<file path="src/rtl/ic_axi_sram_bridge.sv">
// rtl/ic_axi_sram_bridge.sv - single-outstanding AXI4-Lite slave onto a synchronous SRAM window
module ic_axi_sram_bridge #(
    parameter logic [31:0] MEM_BASE = 32'h0000_0000,
    parameter logic [31:0] MEM_SIZE = 32'h0000_1000
) (
    input  logic        s0_aclk,
    input  logic        s0_aresetn,
    input  logic        s0_awvalid,
    output logic        s0_awready,
    input  logic [31:0] s0_awaddr,
    input  logic [2:0]  s0_awprot,
    input  logic        s0_wvalid,
    output logic        s0_wready,
    input  logic [31:0] s0_wdata,
    input  logic [3:0]  s0_wstrb,
    output logic        s0_bvalid,
    input  logic        s0_bready,
    output logic [1:0]  s0_bresp,
    input  logic        s0_arvalid,
    output logic        s0_arready,
    input  logic [31:0] s0_araddr,
    input  logic [2:0]  s0_arprot,
    output logic        s0_rvalid,
    input  logic        s0_rready,
    output logic [1:0]  s0_rresp,
    output logic [31:0] s0_rdata,
    output logic        sram_cen,
    output logic        sram_wen,
    output logic [3:0]  sram_strb,
    output logic [29:0] sram_addr,
    output logic [31:0] sram_wdata,
    input  logic [31:0] sram_rdata
);
    typedef enum logic [2:0] {IDLE, WR_MEM, RD_MEM, WR_RSP, RD_RSP} state_t;

    localparam logic [1:0]  RESP_OKAY   = 2'b00;
    localparam logic [1:0]  RESP_DECERR = 2'b11;
    localparam logic [32:0] LIMIT       = {1'b0, MEM_BASE} + {1'b0, MEM_SIZE};
    localparam logic [30:0] BASE_W      = {1'b0, MEM_BASE[31:2]};
    localparam logic [30:0] LIMIT_W     = LIMIT[32:2];

    state_t      state_q, state_d;
    logic        aw_held_q, aw_held_d;
    logic        w_held_q, w_held_d;
    logic        last_wr_q, last_wr_d;
    logic        rd_first_q, rd_first_d;
    logic [1:0]  resp_q, resp_d;
    logic [31:0] rdata_q, rdata_d;
    logic [29:0] awaddr_q, araddr_q;
    logic [31:0] wdata_q;
    logic [3:0]  wstrb_q;

    logic        aw_rdy, w_rdy, ar_rdy;
    logic        wr_ok, rd_ok, wr_pending;
    logic [31:0] rd_now;
    logic        unused_bits;

    assign unused_bits = ^{s0_awprot, s0_arprot, s0_awaddr[1:0], s0_araddr[1:0]};

    // Range checks work on word addresses, so the byte offset bits never matter.
    assign wr_ok      = ({1'b0, awaddr_q} >= BASE_W) && ({1'b0, awaddr_q} < LIMIT_W);
    assign rd_ok      = ({1'b0, araddr_q} >= BASE_W) && ({1'b0, araddr_q} < LIMIT_W);
    assign wr_pending = s0_awvalid | s0_wvalid | aw_held_q | w_held_q;
    assign rd_now     = rd_ok ? sram_rdata : 32'h0;

    always_ff @(posedge s0_aclk or negedge s0_aresetn) begin
        if (!s0_aresetn) begin
            state_q    <= IDLE;
            aw_held_q  <= 1'b0;
            w_held_q   <= 1'b0;
            last_wr_q  <= 1'b1;
            rd_first_q <= 1'b0;
            resp_q     <= RESP_OKAY;
            rdata_q    <= 32'h0;
            awaddr_q   <= 30'h0;
            araddr_q   <= 30'h0;
            wdata_q    <= 32'h0;
            wstrb_q    <= 4'h0;
        end else begin
            state_q    <= state_d;
            aw_held_q  <= aw_held_d;
            w_held_q   <= w_held_d;
            last_wr_q  <= last_wr_d;
            rd_first_q <= rd_first_d;
            resp_q     <= resp_d;
            rdata_q    <= rdata_d;
            if (s0_awvalid && aw_rdy) awaddr_q <= s0_awaddr[31:2];
            if (s0_wvalid && w_rdy) begin
                wdata_q <= s0_wdata;
                wstrb_q <= s0_wstrb;
            end
            if (s0_arvalid && ar_rdy) araddr_q <= s0_araddr[31:2];
        end
    end

    always_comb begin
        state_d    = state_q;
        aw_held_d  = aw_held_q;
        w_held_d   = w_held_q;
        last_wr_d  = last_wr_q;
        rd_first_d = 1'b0;
        resp_d     = resp_q;
        rdata_d    = rdata_q;
        aw_rdy     = 1'b0;
        w_rdy      = 1'b0;
        ar_rdy     = 1'b0;
        sram_cen   = 1'b0;
        sram_wen   = 1'b0;
        sram_strb  = 4'h0;
        sram_addr  = 30'h0;
        sram_wdata = 32'h0;
        case (state_q)
            IDLE: begin
                // Reads win only after a write grant or when no write is in sight.
                if (s0_arvalid && (last_wr_q || !wr_pending)) begin
                    ar_rdy    = 1'b1;
                    state_d   = RD_MEM;
                    last_wr_d = 1'b0;
                end else begin
                    aw_rdy    = !aw_held_q;
                    w_rdy     = !w_held_q;
                    aw_held_d = aw_held_q | s0_awvalid;
                    w_held_d  = w_held_q | s0_wvalid;
                    if (aw_held_d && w_held_d) begin
                        state_d   = WR_MEM;
                        last_wr_d = 1'b1;
                    end
                end
            end
            WR_MEM: begin
                if (wr_ok) begin
                    sram_cen   = 1'b1;
                    sram_wen   = 1'b1;
                    sram_strb  = wstrb_q;
                    sram_addr  = awaddr_q - MEM_BASE[31:2];
                    sram_wdata = wdata_q;
                end
                aw_held_d = 1'b0;
                w_held_d  = 1'b0;
                resp_d    = wr_ok ? RESP_OKAY : RESP_DECERR;
                state_d   = WR_RSP;
            end
            RD_MEM: begin
                if (rd_ok) begin
                    sram_cen  = 1'b1;
                    sram_addr = araddr_q - MEM_BASE[31:2];
                end
                resp_d     = rd_ok ? RESP_OKAY : RESP_DECERR;
                rd_first_d = 1'b1;
                state_d    = RD_RSP;
            end
            WR_RSP: begin
                if (s0_bready) state_d = IDLE;
            end
            RD_RSP: begin
                // SRAM data is only valid in the first response cycle; keep a copy.
                if (rd_first_q) rdata_d = rd_now;
                if (s0_rready) state_d = IDLE;
            end
            default: state_d = IDLE;
        endcase
    end

    assign s0_awready = aw_rdy & s0_aresetn;
    assign s0_wready  = w_rdy & s0_aresetn;
    assign s0_arready = ar_rdy & s0_aresetn;
    assign s0_bvalid  = (state_q == WR_RSP);
    assign s0_bresp   = (state_q == WR_RSP) ? resp_q : RESP_OKAY;
    assign s0_rvalid  = (state_q == RD_RSP);
    assign s0_rresp   = (state_q == RD_RSP) ? resp_q : RESP_OKAY;
    assign s0_rdata   = (state_q != RD_RSP) ? 32'h0 : (rd_first_q ? rd_now : rdata_q);

endmodule

</file>
<file path="config.mk">
export PLATFORM = sky130hd
export DESIGN_NAME = ic_axi_sram_bridge
export DESIGN_NICKNAME = d
export VERILOG_FILES = /design/src/rtl/ic_axi_sram_bridge.sv
export SDC_FILE = /design/constraint.sdc
export NUM_CORES = 1
export LEC_CHECK = 0
export ABC_AREA = 1
export BUFFER_PORTS_ARGS = -buffer_cell sky130_fd_sc_hd__buf_2
export CAP_MARGIN = 5
export CORE_AREA = 2 2 109 132
export CTS_BUF_LIST = sky130_fd_sc_hd__clkbuf_4
export CTS_CLUSTER_SIZE = 16
export DETAILED_ROUTE_END_ITERATION = 8
export DIE_AREA = 0 0 111 134
export PLACE_DENSITY_LB_ADDON = 0.05
export SLEW_MARGIN = 20
export SYNTH_ARGS = -nofsm -noshare
export SYNTH_HDL_FRONTEND = slang
export SYNTH_SLANG_ARGS = --single-unit
export TNS_END_PERCENT = 100
</file>
<file path="constraint.sdc">
create_clock -name s0_aclk -period 1.6 [get_ports s0_aclk]
set_input_delay 0 -clock s0_aclk [delete_from_list [all_inputs] [get_ports s0_aclk]]
set_output_delay 0 -clock s0_aclk [all_outputs]
set_load 0.02 [all_outputs]
</file>
Word level (Yosys, flattened, before mapping):

Index checks and enable logic that the tools add are counted.

* register bits after elaboration: 137
* bits of input ports: 145
* logic and storage cells: 83

* reduce and logical (&&, ||, !) cells: 16
* equality and inequality tests: 9
* magnitude comparators: 2
* mux-type cells: 37
* bitwise operators: 8

Operator list (count)
* $mux W32: 5
* $lt A30 B11 Y1 const B: 2
* $mux W30: 2
* $pmux W30 S2: 1
* $pmux W3 S5: 1
* $mux W1: 14
* $mux W3: 4
* $mux W2: 4
* $mux W4: 2
* $eq A3 B2 Y1 const B: 2
* $ne A3 B3 Y1 const B: 2
* $pmux W1 S2: 3
* $reduce_bool A2 Y1: 3
* $logic_and A1 B1 Y1: 5
* $or A1 B1 Y1: 5
* $ne A2 B1 Y1 const B: 2
* $pmux W2 S2: 1
* $reduce_and A2 Y1: 2
* $and A1 B1 Y1: 3
* $eq A3 B1 Y1 const B: 1
* $eq A3 B3 Y1 const B: 1
* $logic_not A1 Y1: 3
* $logic_not A3 Y1: 1
* $reduce_and A3 Y1: 1
* 2 further kinds: 2

Depth between registers and ports, before layout:

* depth in word-level cells: 9
* gate-level depth with buffers: 10
* depth with buffers taken out: 9

Worst setup path after synthesis:

OpenSTA, ideal clock, no wires.

* path kind: reg2out
* from: register araddr_q[11]
* to: output port sram_addr[1]
* slack: 0.056 ns
* stages on the path, launching flop included: 7
* arrival: 1.544 ns
* buffers on the path: 1
* cell sequence: dfrtp_1 > nor2_1 > nand2_1 > nor2_1 > nand4_1 > clkbuf_1 > o21ai_0

* cells in the longest elaborated chain, start to end: 3

Ends and longest elaborated chain
* start: declaration: RTL line 49 `logic [29:0] awaddr_q, araddr_q;`
* start signal: assignment: RTL line 92 `if (s0_arvalid && ar_rdy) araddr_q <= s0_araddr[31:2];`
* $lt A30 B11 Y1: RTL line 62 `assign rd_ok = ({1'b0, araddr_q} >= BASE_W) && ({1'b0, araddr_q} < LIMIT_W);`
* $mux W30: RTL line 144 `if (rd_ok) begin`
* $pmux W30 S2: RTL line 112 `case (state_q)`
* end: declaration: RTL line 30 `output logic [29:0] sram_addr,`

Every way passes these cells.

Final worst setup path:

* from: register araddr_q[17]
* to: output port sram_addr[9]

Same word-level chain as after synthesis.

==> flow_summary_export.csv <==
group,metric,value,unit
critical_path,crit_path_start_kind,"flop",
cts,root_buffer,"clkbuf_4",
route,routed_via_density,5.63,
finish,area_growth,77.8,%
die,die_h,134,µm
power_and_ir_drop,switching_share,45.1,%
status,violations,"setup timing",
route,drt_iter0_markers,845,
critical_path,cpLargestDelayFamily,"buffers and inverters",
critical_path,slowest_stage,"dfrtp_1",
placed_design,post-place-ws,0.0627,ns
die,num_rows,47,
route,wirelength,30.9,mm
yosys,yosysWarnings,0,
timing,period_share,135,%
critical_path,crit_chain,"nor2_1 > nand2_1 > nor2_2 > buf_6 > nand4_1 > buf_6 > o21ai_1 > buf_4",
finish,layout.nets,1496,
power_and_ir_drop,ir_drop,0.878,mV
critical_path,end_kind,"output pin",
cts,clk_latency,0.57,ns
timing,final_hold_viol_count,0,
die,dieArea,14900,µm²
route,vias,8656,
finish,num-fill-cells,555,
yosys,syn_area,6950,µm²
global_routing,antenna_found_initial,2,
route,met3_wirelength,2.27,mm
cts,clk_path_buf_depth,2,
global_routing,grt_usage,29.8,%
die,die_w,111,µm
finish,drive_gt1_share,41.6,%
power_and_ir_drop,power_frac_seq,33.1,%
global_routing,overflow,0,
finish,final_util,91.0,%
min_path,hp-class,"in -> async",
timing,hold_ws,0.0302,ns
status,outcome,"finished with violations",
timing,worst_slack,-0.562,ns
placed_design,placed_cells,1311,
route,wl_met2,16.2,mm
critical_path,critPathArrivalTime,2.16,ns
route,drc,0,
timing,rsz0062_at_grt,"true",
power_and_ir_drop,p_sw,8.32,mW
yosys,ys_ff_latch,136,
yosys,yosysSeqAreaShare,49.0,%
critical_path,crit_top_cell,"buf_6",
route,ant_nets,0,
timing,finalSetupViolCount,185,
yosys,synth_cell_type_count,21,
cts,numCtsBuffers,17,
critical_path,required,1.60,ns
timing,slew_violations,0,
route,highest_layer,"met4",
yosys,synth_top_area_share,48.6,%
yosys,avgSynthCellArea,7.33,µm²
cts,htreeDepth,4,
route,firstDrtPassIters,8,
route,wl_per_cell,20.1,µm
critical_path,path_buf_inv,3,
placed_design,place_congestion,0.849,
timing,fin_crit,2.16,ns
timing,fin_worst_skew,0.0296,ns
route,wl_met1,10.4,mm
power_and_ir_drop,clockPowerShare,12.6,%
power_and_ir_drop,leakage,6.61,nW
die,io_pins,254,
critical_path,crit_fanout,12,
critical_path,path_class,"reg -> out",
yosys,synthCells,949,
cts,cts_tree,"done",
global_routing,grt_first_pass_wirelength,36.1,mm
power_and_ir_drop,p_comb_share,54.3,%
critical_path,worst_path_largest_cell_delay,0.44,ns
run,max_cap_violations,0,
power_and_ir_drop,p_int,10.1,mW
finish,layout.cells.non_filler,1538,
global_routing,grt_pass1_vias,7395,
cts,clk_pin_slew_worst_paths,0.14,ns
die,start_util,51.2,%
global_routing,grt_max_degree,49,
placed_design,port_buffers,223,
yosys,post-synth-top-area-cell,"dfrtp_1",
power_and_ir_drop,p_per_area,1490,nW/µm²
timing,max_freq,462,MHz
cts,cts_sinks,136,
yosys,yosys-top-cells-area,"dfrtp_1 49%, nand2_1 19%, nand4_1 8.9%",
die,core,13600,µm²
placed_design,hpwl,11.9,mm
==> per-layer routing <==
metal	vias up	GRT usage, %
met5	-	0
met4	0	13.0
met3	183	5.96
met2	631	51.7
met1	4093	36.4
li1	3749	-
==> kinds of logic after synthesis <==
| group | after synthesis | share of synthesized area [%] |
|---|---|---|
| buffers and inverters | 214 | 13.5 |
| other | 1 | 0.0539 |
| AOI/OAI and AO/OA | 62 | 4.50 |
| DFF | 136 | 49.0 |
| and+or+nand+nor | 536 | 32.9 |
==> worst register-to-register path, cell delays in order (launching register included) <==
cell	delay [ns]
dfrtp_1	0.44
nor2_2	0.16
nand2_1	0.09
nand2_1	0.09
nand2_2	0.10
nand2_4	0.14
buf_6	0.14
clkinv_8	0.08
buf_12	0.15
clkbuf_16	0.18
nand4_1	0.13
nand2_1	0.09
==> synth_stat cells, drive strengths merged <==
| cell type | n |
|---|---|
| nand4 | 99 |
| nor2 | 67 |
| nand3 | 7 |
| a21boi | 1 |
| nor3 | 4 |
| inv | 132 |
| nor4 | 1 |
| dfstp | 1 |
| buf | 54 |
| conb | 1 |
| dfrtp | 135 |
| nand2 | 358 |
| o21ai | 60 |
| a21oi | 1 |
| clkbuf | 28 |
==> timing repair <==
action	in CTS	in global routing
setup buffers	12	14
cloned	6	29
setup endpoints to repair	88	187
pin swaps	7	65
endpoints found under the hold margin	267	0
resized for setup	212	300
hold buffers	135	0
==> power by group through the flow <==
| stage | registers [mW] | logic (mW) | clock network, mW |
|---|---|---|---|
| after floorplan | 5.60 | 3.93 | 0 |
| after global placement | 5.74 | 5.42 | 0 |
| after detailed placement | 5.77 | 5.50 | 0 |
| after CTS | 5.73 | 6.56 | 2.25 |
| after global routing | 6.23 | 10.7 | 2.46 |
| final | 6.12 | 10.0 | 2.33 |
==> registers in the layout (all words and copies together) (netlist names), 3 cells and up <==
name and flops:
wstrb_q 4, araddr_q 30, wdata_q 32, awaddr_q 30, rdata_q 32, state_q 3
==> cell type report <==
type	instances	area [µm²]	area share, %
Antenna cell	3	7.51	0.0607
Clock buffer	17	128	1.03
Clock inverter	15	140	1.13
Inverter	132	518	4.19
Multi-Input combinational cell	618	3560	28.8
Sequential cell	136	3410	27.6
Tap cell	171	214	1.73
Timing Repair Buffer	446	4380	35.5
==> layout by cell type (no fill, tap or decap), drive strengths merged, types with 4 or more instances in the layout <==
cell	count
nand3	7
nand4	99
nor2	67
buf	294
nor3	4
clkinvlp	5
inv	136
dfrtp	135
clkinv	5
dlygate4sd3	134
o21ai	60
conb	20
clkbuf	35
nand2	358
==> through the flow <==
step	TNS, ns	cell area, µm²	power (mW)
2_1_floorplan	0	7020	9.53
3_3_place_gp	0	8290	11.2
3_5_place_dp	0	8290	11.3
4_1_cts	-32.20	10800	14.5
5_1_grt	-65.06	12400	19.4
6_report	-53.05	12400	18.5
==> path summary, 6_finish.rpt <==
check	slack, ns	depth (start not counted)	endpoint	startpoint
max in group asynchronous	0.82	4	araddr_q[27]$_DFFE_PN0P_	s0_aresetn
hold / removal	0.03	3	rdata_q[31]$_DFFE_PN0P_	s0_aresetn
hold reg to reg	0.49	2	rdata_q[17]$_DFFE_PN0P_	rdata_q[17]$_DFFE_PN0P_
setup / recovery	-0.56	8	sram_addr[9]	araddr_q[17]$_DFFE_PN0P_
min in group s0_aclk	0.04	4	w_held_q$_DFFE_PN0P_	s0_wvalid
setup reg to reg	-0.32	11	wdata_q[27]$_DFFE_PN0P_	aw_held_q$_DFFE_PN0P_
No activity file was read; power rests on OpenSTA's default activity.
